==> src/rtl/fetch_sequencer.sv <==
// -----------------------------------------------------------------------------
// fetch_sequencer
//   Fetches two-byte instructions (opcode at PC, argument at PC+1) from a
//   program memory with one-cycle read latency and queues them in a small
//   instruction buffer for a downstream consumer. A jump request flushes the
//   buffer and redirects the program counter to an even address.
//
//   Configuration macro: FETCH_PREFETCH_EN
//     defined   -> buffer depth 2 (prefetch the next instruction)
//     undefined -> buffer depth 1 (next fetch starts after the head is popped)
//
// Ports
//   clk          in   single clock, rising edge
//   reset        in   asynchronous active-low reset
//   FETCH_EN     in   permits new instruction fetches
//   MEM_RD       out  program-memory read strobe (registered)
//   MEM_ADDR     out  program-memory byte address (registered, held when idle)
//   MEM_DATA     in   read data, valid the cycle after MEM_RD
//   JUMP_REQ     in   redirect request
//   JUMP_ADDR    in   redirect target (bit 0 ignored)
//   INSTR_OUT    out  opcode of oldest buffered instruction
//   ARG_OUT      out  argument of oldest buffered instruction
//   PC_OUT       out  address of oldest buffered opcode
//   INSTR_VALID  out  buffer is non-empty
//   INSTR_READY  in   consumer accepts the head instruction
// -----------------------------------------------------------------------------
module fetch_sequencer #(
    parameter int DATA_WIDTH = 8,
    parameter int ADDR_WIDTH = 12
) (
    input  logic                  clk,
    input  logic                  reset,
    input  logic                  FETCH_EN,
    output logic                  MEM_RD,
    output logic [ADDR_WIDTH-1:0] MEM_ADDR,
    input  logic [DATA_WIDTH-1:0] MEM_DATA,
    input  logic                  JUMP_REQ,
    input  logic [ADDR_WIDTH-1:0] JUMP_ADDR,
    output logic [DATA_WIDTH-1:0] INSTR_OUT,
    output logic [DATA_WIDTH-1:0] ARG_OUT,
    output logic [ADDR_WIDTH-1:0] PC_OUT,
    output logic                  INSTR_VALID,
    input  logic                  INSTR_READY
);

`ifdef FETCH_PREFETCH_EN
    localparam logic [1:0] DEPTH = 2'd2;
`else
    localparam logic [1:0] DEPTH = 2'd1;
`endif

    localparam logic [ADDR_WIDTH-1:0] ADDR_ONE = {{(ADDR_WIDTH-1){1'b0}}, 1'b1};
    localparam logic [ADDR_WIDTH-1:0] ADDR_TWO = {{(ADDR_WIDTH-2){1'b0}}, 2'b10};

    typedef enum logic [2:0] {
        IDLE      = 3'd0,
        FETCH_OP  = 3'd1,
        FETCH_ARG = 3'd2,
        CAPTURE   = 3'd3,
        WAIT      = 3'd4
    } state_t;

    state_t                  state_q, state_d;
    logic [ADDR_WIDTH-1:0]   pc_q, pc_d;
    logic [1:0]              count_q, count_d;
    logic [DATA_WIDTH-1:0]   opcode_q, opcode_d;
    logic                    mem_rd_q, mem_rd_d;
    logic [ADDR_WIDTH-1:0]   mem_addr_q, mem_addr_d;
    // Slot 0 is always the buffer head; slot 1 shifts into it on a pop.
    logic [DATA_WIDTH-1:0]   op0_q, op0_d, op1_q, op1_d;
    logic [DATA_WIDTH-1:0]   arg0_q, arg0_d, arg1_q, arg1_d;
    logic [ADDR_WIDTH-1:0]   pc0_q, pc0_d, pc1_q, pc1_d;

    logic                    pop_s;
    logic                    push_s;
    logic [1:0]              count_pop_s;

    // Next-state, buffer update and registered memory-interface decode.
    always_comb begin
        state_d     = state_q;
        pc_d        = pc_q;
        count_d     = count_q;
        opcode_d    = opcode_q;
        op0_d       = op0_q;
        arg0_d      = arg0_q;
        pc0_d       = pc0_q;
        op1_d       = op1_q;
        arg1_d      = arg1_q;
        pc1_d       = pc1_q;
        pop_s       = (count_q != 2'd0) && INSTR_READY;
        push_s      = (state_q == CAPTURE);
        count_pop_s = count_q - {1'b0, pop_s};

        if (JUMP_REQ) begin
            // Jump overrides any pop or capture on this edge.
            count_d  = 2'd0;
            pc_d     = JUMP_ADDR & ~ADDR_ONE;
            opcode_d = {DATA_WIDTH{1'b0}};
            state_d  = FETCH_EN ? FETCH_OP : IDLE;
        end else begin
            if (pop_s) begin
                op0_d  = op1_q;
                arg0_d = arg1_q;
                pc0_d  = pc1_q;
            end else begin
                op0_d  = op0_q;
            end
            // Write lands on the first free slot after the pop; a simultaneous
            // pop of a single entry makes that slot 0.
            if (push_s) begin
                if (count_pop_s == 2'd0) begin
                    op0_d  = opcode_q;
                    arg0_d = MEM_DATA;
                    pc0_d  = pc_q;
                end else begin
                    op1_d  = opcode_q;
                    arg1_d = MEM_DATA;
                    pc1_d  = pc_q;
                end
            end else begin
                op1_d = op1_q;
            end
            count_d = count_pop_s + {1'b0, push_s};

            case (state_q)
                IDLE: begin
                    if (FETCH_EN && (count_q < DEPTH)) state_d = FETCH_OP;
                    else                               state_d = IDLE;
                end
                FETCH_OP: begin
                    state_d = FETCH_ARG;
                end
                FETCH_ARG: begin
                    opcode_d = MEM_DATA;
                    state_d  = CAPTURE;
                end
                CAPTURE: begin
                    pc_d = pc_q + ADDR_TWO;
                    if (!FETCH_EN)             state_d = IDLE;
                    else if (count_d < DEPTH)  state_d = FETCH_OP;
                    else                       state_d = WAIT;
                end
                WAIT: begin
                    if (!FETCH_EN)             state_d = IDLE;
                    else if (count_q < DEPTH)  state_d = FETCH_OP;
                    else                       state_d = WAIT;
                end
                default: begin
                    state_d = IDLE;
                end
            endcase
        end

        // Memory strobe/address are registered from the next state, so the
        // ports carry no combinational path from any input.
        case (state_d)
            FETCH_OP: begin
                mem_rd_d   = 1'b1;
                mem_addr_d = pc_d;
            end
            FETCH_ARG: begin
                mem_rd_d   = 1'b1;
                mem_addr_d = pc_d + ADDR_ONE;
            end
            default: begin
                mem_rd_d   = 1'b0;
                mem_addr_d = mem_addr_q;
            end
        endcase
    end

    // State, PC, buffer and output registers with asynchronous reset.
    always_ff @(posedge clk or negedge reset) begin
        if (!reset) begin
            state_q    <= IDLE;
            pc_q       <= {ADDR_WIDTH{1'b0}};
            count_q    <= 2'd0;
            opcode_q   <= {DATA_WIDTH{1'b0}};
            mem_rd_q   <= 1'b0;
            mem_addr_q <= {ADDR_WIDTH{1'b0}};
            op0_q      <= {DATA_WIDTH{1'b0}};
            arg0_q     <= {DATA_WIDTH{1'b0}};
            pc0_q      <= {ADDR_WIDTH{1'b0}};
            op1_q      <= {DATA_WIDTH{1'b0}};
            arg1_q     <= {DATA_WIDTH{1'b0}};
            pc1_q      <= {ADDR_WIDTH{1'b0}};
        end else begin
            state_q    <= state_d;
            pc_q       <= pc_d;
            count_q    <= count_d;
            opcode_q   <= opcode_d;
            mem_rd_q   <= mem_rd_d;
            mem_addr_q <= mem_addr_d;
            op0_q      <= op0_d;
            arg0_q     <= arg0_d;
            pc0_q      <= pc0_d;
            op1_q      <= op1_d;
            arg1_q     <= arg1_d;
            pc1_q      <= pc1_d;
        end
    end

    assign MEM_RD      = mem_rd_q;
    assign MEM_ADDR    = mem_addr_q;
    assign INSTR_OUT   = op0_q;
    assign ARG_OUT     = arg0_q;
    assign PC_OUT      = pc0_q;
    assign INSTR_VALID = (count_q != 2'd0);

endmodule

==> config.mk <==
export PLATFORM = sky130hd
export DESIGN_NAME = fetch_sequencer
export DESIGN_NICKNAME = d
export VERILOG_FILES = /design/src/rtl/fetch_sequencer.sv
export SDC_FILE = /design/constraint.sdc
export NUM_CORES = 1
export LEC_CHECK = 0
export CAP_MARGIN = 5
export CELL_PAD_IN_SITES_DETAIL_PLACEMENT = 1
export CELL_PAD_IN_SITES_GLOBAL_PLACEMENT = 1
export CORE_MARGIN = 2
export CORE_UTILIZATION = 35
export DETAILED_ROUTE_END_ITERATION = 10
export PLACE_DENSITY = 0.73
export SLEW_MARGIN = 40
export SYNTH_ARGS = -nofsm -noshare
export SYNTH_HDL_FRONTEND = slang
export SYNTH_SLANG_ARGS = --single-unit
==> constraint.sdc <==
create_clock -name clk -period 3 [get_ports clk]
set_input_delay 0.75 -clock clk [delete_from_list [all_inputs] [get_ports clk]]
set_output_delay 0.75 -clock clk [all_outputs]
set_load 0.005 [all_outputs]
==> summary.md <==
| Metric | Value |
|---|---|
| Run status | completed |
| CP Data Arrival Time | 3.13 ns |
| Hold-fix buffers at CTS | 0 |
| Worst Hold Class | in -> async |
| Global route overflow | 0 |
| Die area | 13800 µm² |
| Synth Flop Type | dfrtp_1 |
| Leakage | 2.44 nW |
| Required time worst endpoint | 3.29 ns |
| Finished Layout Cells | 676 |
| Most common cell after layout, fill and taps aside | dfrtp_1 |
| Layout fillers | 1433 |
| Gate count of the mapped netlist | 431 |
| Inst Count DP | 660 |
| Highest clock rate | 0.352 GHz |
| # Post-CTS Setup Buffers | 0 |
| Cts repair resizes | 0 |
| Net count after synthesis | 459 |
| Pin count of the biggest net entering global routing | 52 |
| Proportion of synthesized flip-flops having asynchronous set or reset | 100% |
| Vertical die dimension | 118 µm |
| Clk sink count | 94 |
| RePlAce Congestion | 0.776 |
| Flop2flop setup slack | 0.51 ns |
| Total number of yosys warnings | 0 |
| Average wire per standard cell | 17.9 µm |
| Measured slew at the worst slew-check pin | 0.655 ns |
| Worst r2r path cells | 10 |
| Clock Root Buffer | clkbuf_16 |
| Area of the core | 12600 µm² |
| Pwr/cell area | 900 nW/µm² |
| Routed wire length | 12100 µm |
| Count of flip-flops with a built-in enable after synthesis | 0 |
| Headroom to the max-slew limit | 56.3% |
| Detailed placement HPWL | 8300 µm |
| Maximum net fanout on the critical path | 15 |
| Final number of hold-violating endpoints | 0 |
| Number of levels the H-tree was split into | 3 |
| Power, Total | 5.12 mW |
| Cell Rows | 41 |
| Number of port buffers | 65 |
| Antenna diode instance count | 0 |
| Clock network latency to the later pin of the worst-skew pair | 0.35 ns |
| Share of layout cells above drive strength 1 | 16.9% |
| Fin nets | 527 |
| Setup violation total in the final timing report | 0 |
| Bufs on Longest Clock Path | 2 |
| Synthesized cell area | 4520 µm² |
| Top library cells by usage in the layout, fill and taps aside | dfrtp_1, clkdlybuf4s50_1, nor2_1 |
| Worst R2R End | MEM_ADDR[10]$_DFFE_PN0P_ |
| Vias | 3605 |
| Initial Util | 35.8% |
| Avg Vias per Cell | 5.33 |
| Vias in the first global route | 3935 |
| X dimension of the die | 118 µm |
| TritonCTS clock tree | yes |
| Global-route wire length before repair | 20500 µm |
| Worst flop-to-flop path startpoint | state_q[2]$_DFF_PN0_ |
| Area growth from synthesis to layout | 26.0% |
| Unrepaired setup endpoints after global routing | false |
| Post-route fraction of the period consumed by the critical path | 94.6% |
| Setup Skew | 0.00558 ns |
| GRT Total Usage | 18.3% |
| Post-route DRC | 0 |
| Critical path capture point type | register |
| Max-cap violations | 0 |
| Fin crit period | 2.84 ns |
| Final ANT Viol Nets | 0 |
| Average cell area after synthesis | 10.5 µm² |
| Final max-slew violation count | 0 |
| Total CTS buffers | 9 |
| Type of element launching the critical path | input port |
| Category of the most critical setup path | in -> reg |
| Antenna violations before repair | 0 |
| Post-synth cell types | 63 |
| Fraction of the yosys area taken by sequential cells | 52.1% |
| Number of top-level pins | 67 |
| Worst vdd ir | 0.349 mV |
| Clock-pin slew of the registers on the worst-case setup and hold paths | 0.07 ns |
| Drt first pass iters | 4 |
| Number of register bits inferred by synthesis | 94 |
| Count of routing violations after the opening detailed-route iteration | 215 |
where the power goes:
group	switching [mW]	total [mW]	internal, mW	leakage (nW)
registers	0.298	2.01	1.71	1.18
logic	0.898	1.93	1.03	1.11
clock network	0.530	1.19	0.658	0.144
total	1.73	5.12	3.40	2.44
metal layers:
| layer | track usage [%] | part of all wire [%] |
|---|---|---|
| met1 | 24.1 | 47 |
| met3 | 3.54 | 3.5 |
| met4 | 5.65 | 1.2 |
| met2 | 30.6 | 48 |
| met5 | 0 | 0 |
metrics by stage:
stage	setup WS (ns)	setup TNS [ns]	cell area, µm²	util, %	hold WS [ns]
final	0.161	0	5690	45.1	0.421
after global routing	0.0275	0	5690	45.1	0.478
after CTS	0.182	0	5690	45.1	0.450
after detailed placement	-0.189	-0.986	5380	42.7	0.478
after global placement	-0.0580	-0.114	5380	42.7	0.467
after floorplan	0.370	0	4520	-	0.454
Yosys cell counts, drive strengths merged, types with 2 or more instances:
cell / number / area share, %
ha: 3 / 0.83
or3: 2 / 0.30
a31oi: 5 / 0.69
xor2: 3 / 0.58
or2b: 3 / 0.55
nor4: 2 / 0.61
buf: 17 / 2.6
nor2b: 5 / 0.69
xnor2: 10 / 1.9
nand4: 5 / 0.69
o31ai: 4 / 1.0
o31a: 3 / 0.58
nor2: 44 / 3.7
nand2b: 3 / 0.42
mux2: 29 / 7.2
and3: 3 / 0.44
a211oi: 3 / 0.50
a21oi: 44 / 5.0
mux2i: 2 / 0.44
o21ai: 19 / 2.1
dfrtp: 94 / 52
o22ai: 29 / 4.0
nor3: 10 / 1.3
clkbuf: 9 / 1.2
inv: 16 / 1.3
nand2: 30 / 2.5
a21o: 2 / 0.33
o21a: 2 / 0.33
and4: 2 / 0.42
nand3: 8 / 0.89
worst max-delay path by stage:
stage	endpoint	cells after the start	startpoint	slack (ns)
finish	MEM_ADDR[10]$_DFFE_PN0P_	11	INSTR_READY	0.16
floorplan	MEM_ADDR[10]$_DFFE_PN0P_	10	JUMP_REQ	0.37
global route	MEM_ADDR[8]$_DFFE_PN0P_	11	INSTR_READY	0.03
detailed placement	MEM_ADDR[10]$_DFFE_PN0P_	11	INSTR_READY	-0.19
CTS	MEM_ADDR[10]$_DFFE_PN0P_	11	INSTR_READY	0.18
global placement	MEM_ADDR[10]$_DFFE_PN0P_	11	INSTR_READY	-0.06
flip-flops by register name, summed over array words and instances (netlist names):
| name | flops |
|---|---|
| state_q | 3 |
| PC_OUT | 12 |
| count_q | 2 |
| op1_q | 8 |
| MEM_RD | 1 |
| ARG_OUT | 8 |
| pc_q | 12 |
| arg1_q | 8 |
| opcode_q | 8 |
| pc1_q | 12 |
| MEM_ADDR | 12 |
| INSTR_OUT | 8 |
kinds of logic after synthesis:
logic type / share of synthesized area (%)
flops: 52.1
compound gates: 16.9
fa+ha+maj: 0.831
simple gates: 14.9
mux: 7.67
buf+inv: 5.15
xor+xnor: 2.52
cell type report:
class | instances | area, µm² | area share, %
flip-flops and latches | 94 | 2350 | 41.3
clock buffers | 9 | 225 | 3.96
clock inverters | 7 | 82.6 | 1.45
multi-input cells | 295 | 1940 | 34.1
well taps | 172 | 215 | 3.78
repair buffers | 83 | 816 | 14.3
inverters | 16 | 60.1 | 1.05
worst max-delay path, stage by stage:
cell and delay (ns):
clkdlybuf4s50_1 0.44, nor2b_2 0.17, a21o_1 0.18, ha_1 0.30
and4bb_2 0.29, o31a_1 0.18, nand3_1 0.09, o211a_1 0.19
buf_4 0.20, a211o_1 0.24, nand3_1 0.09
No activity file was read; power rests on OpenSTA's default activity.
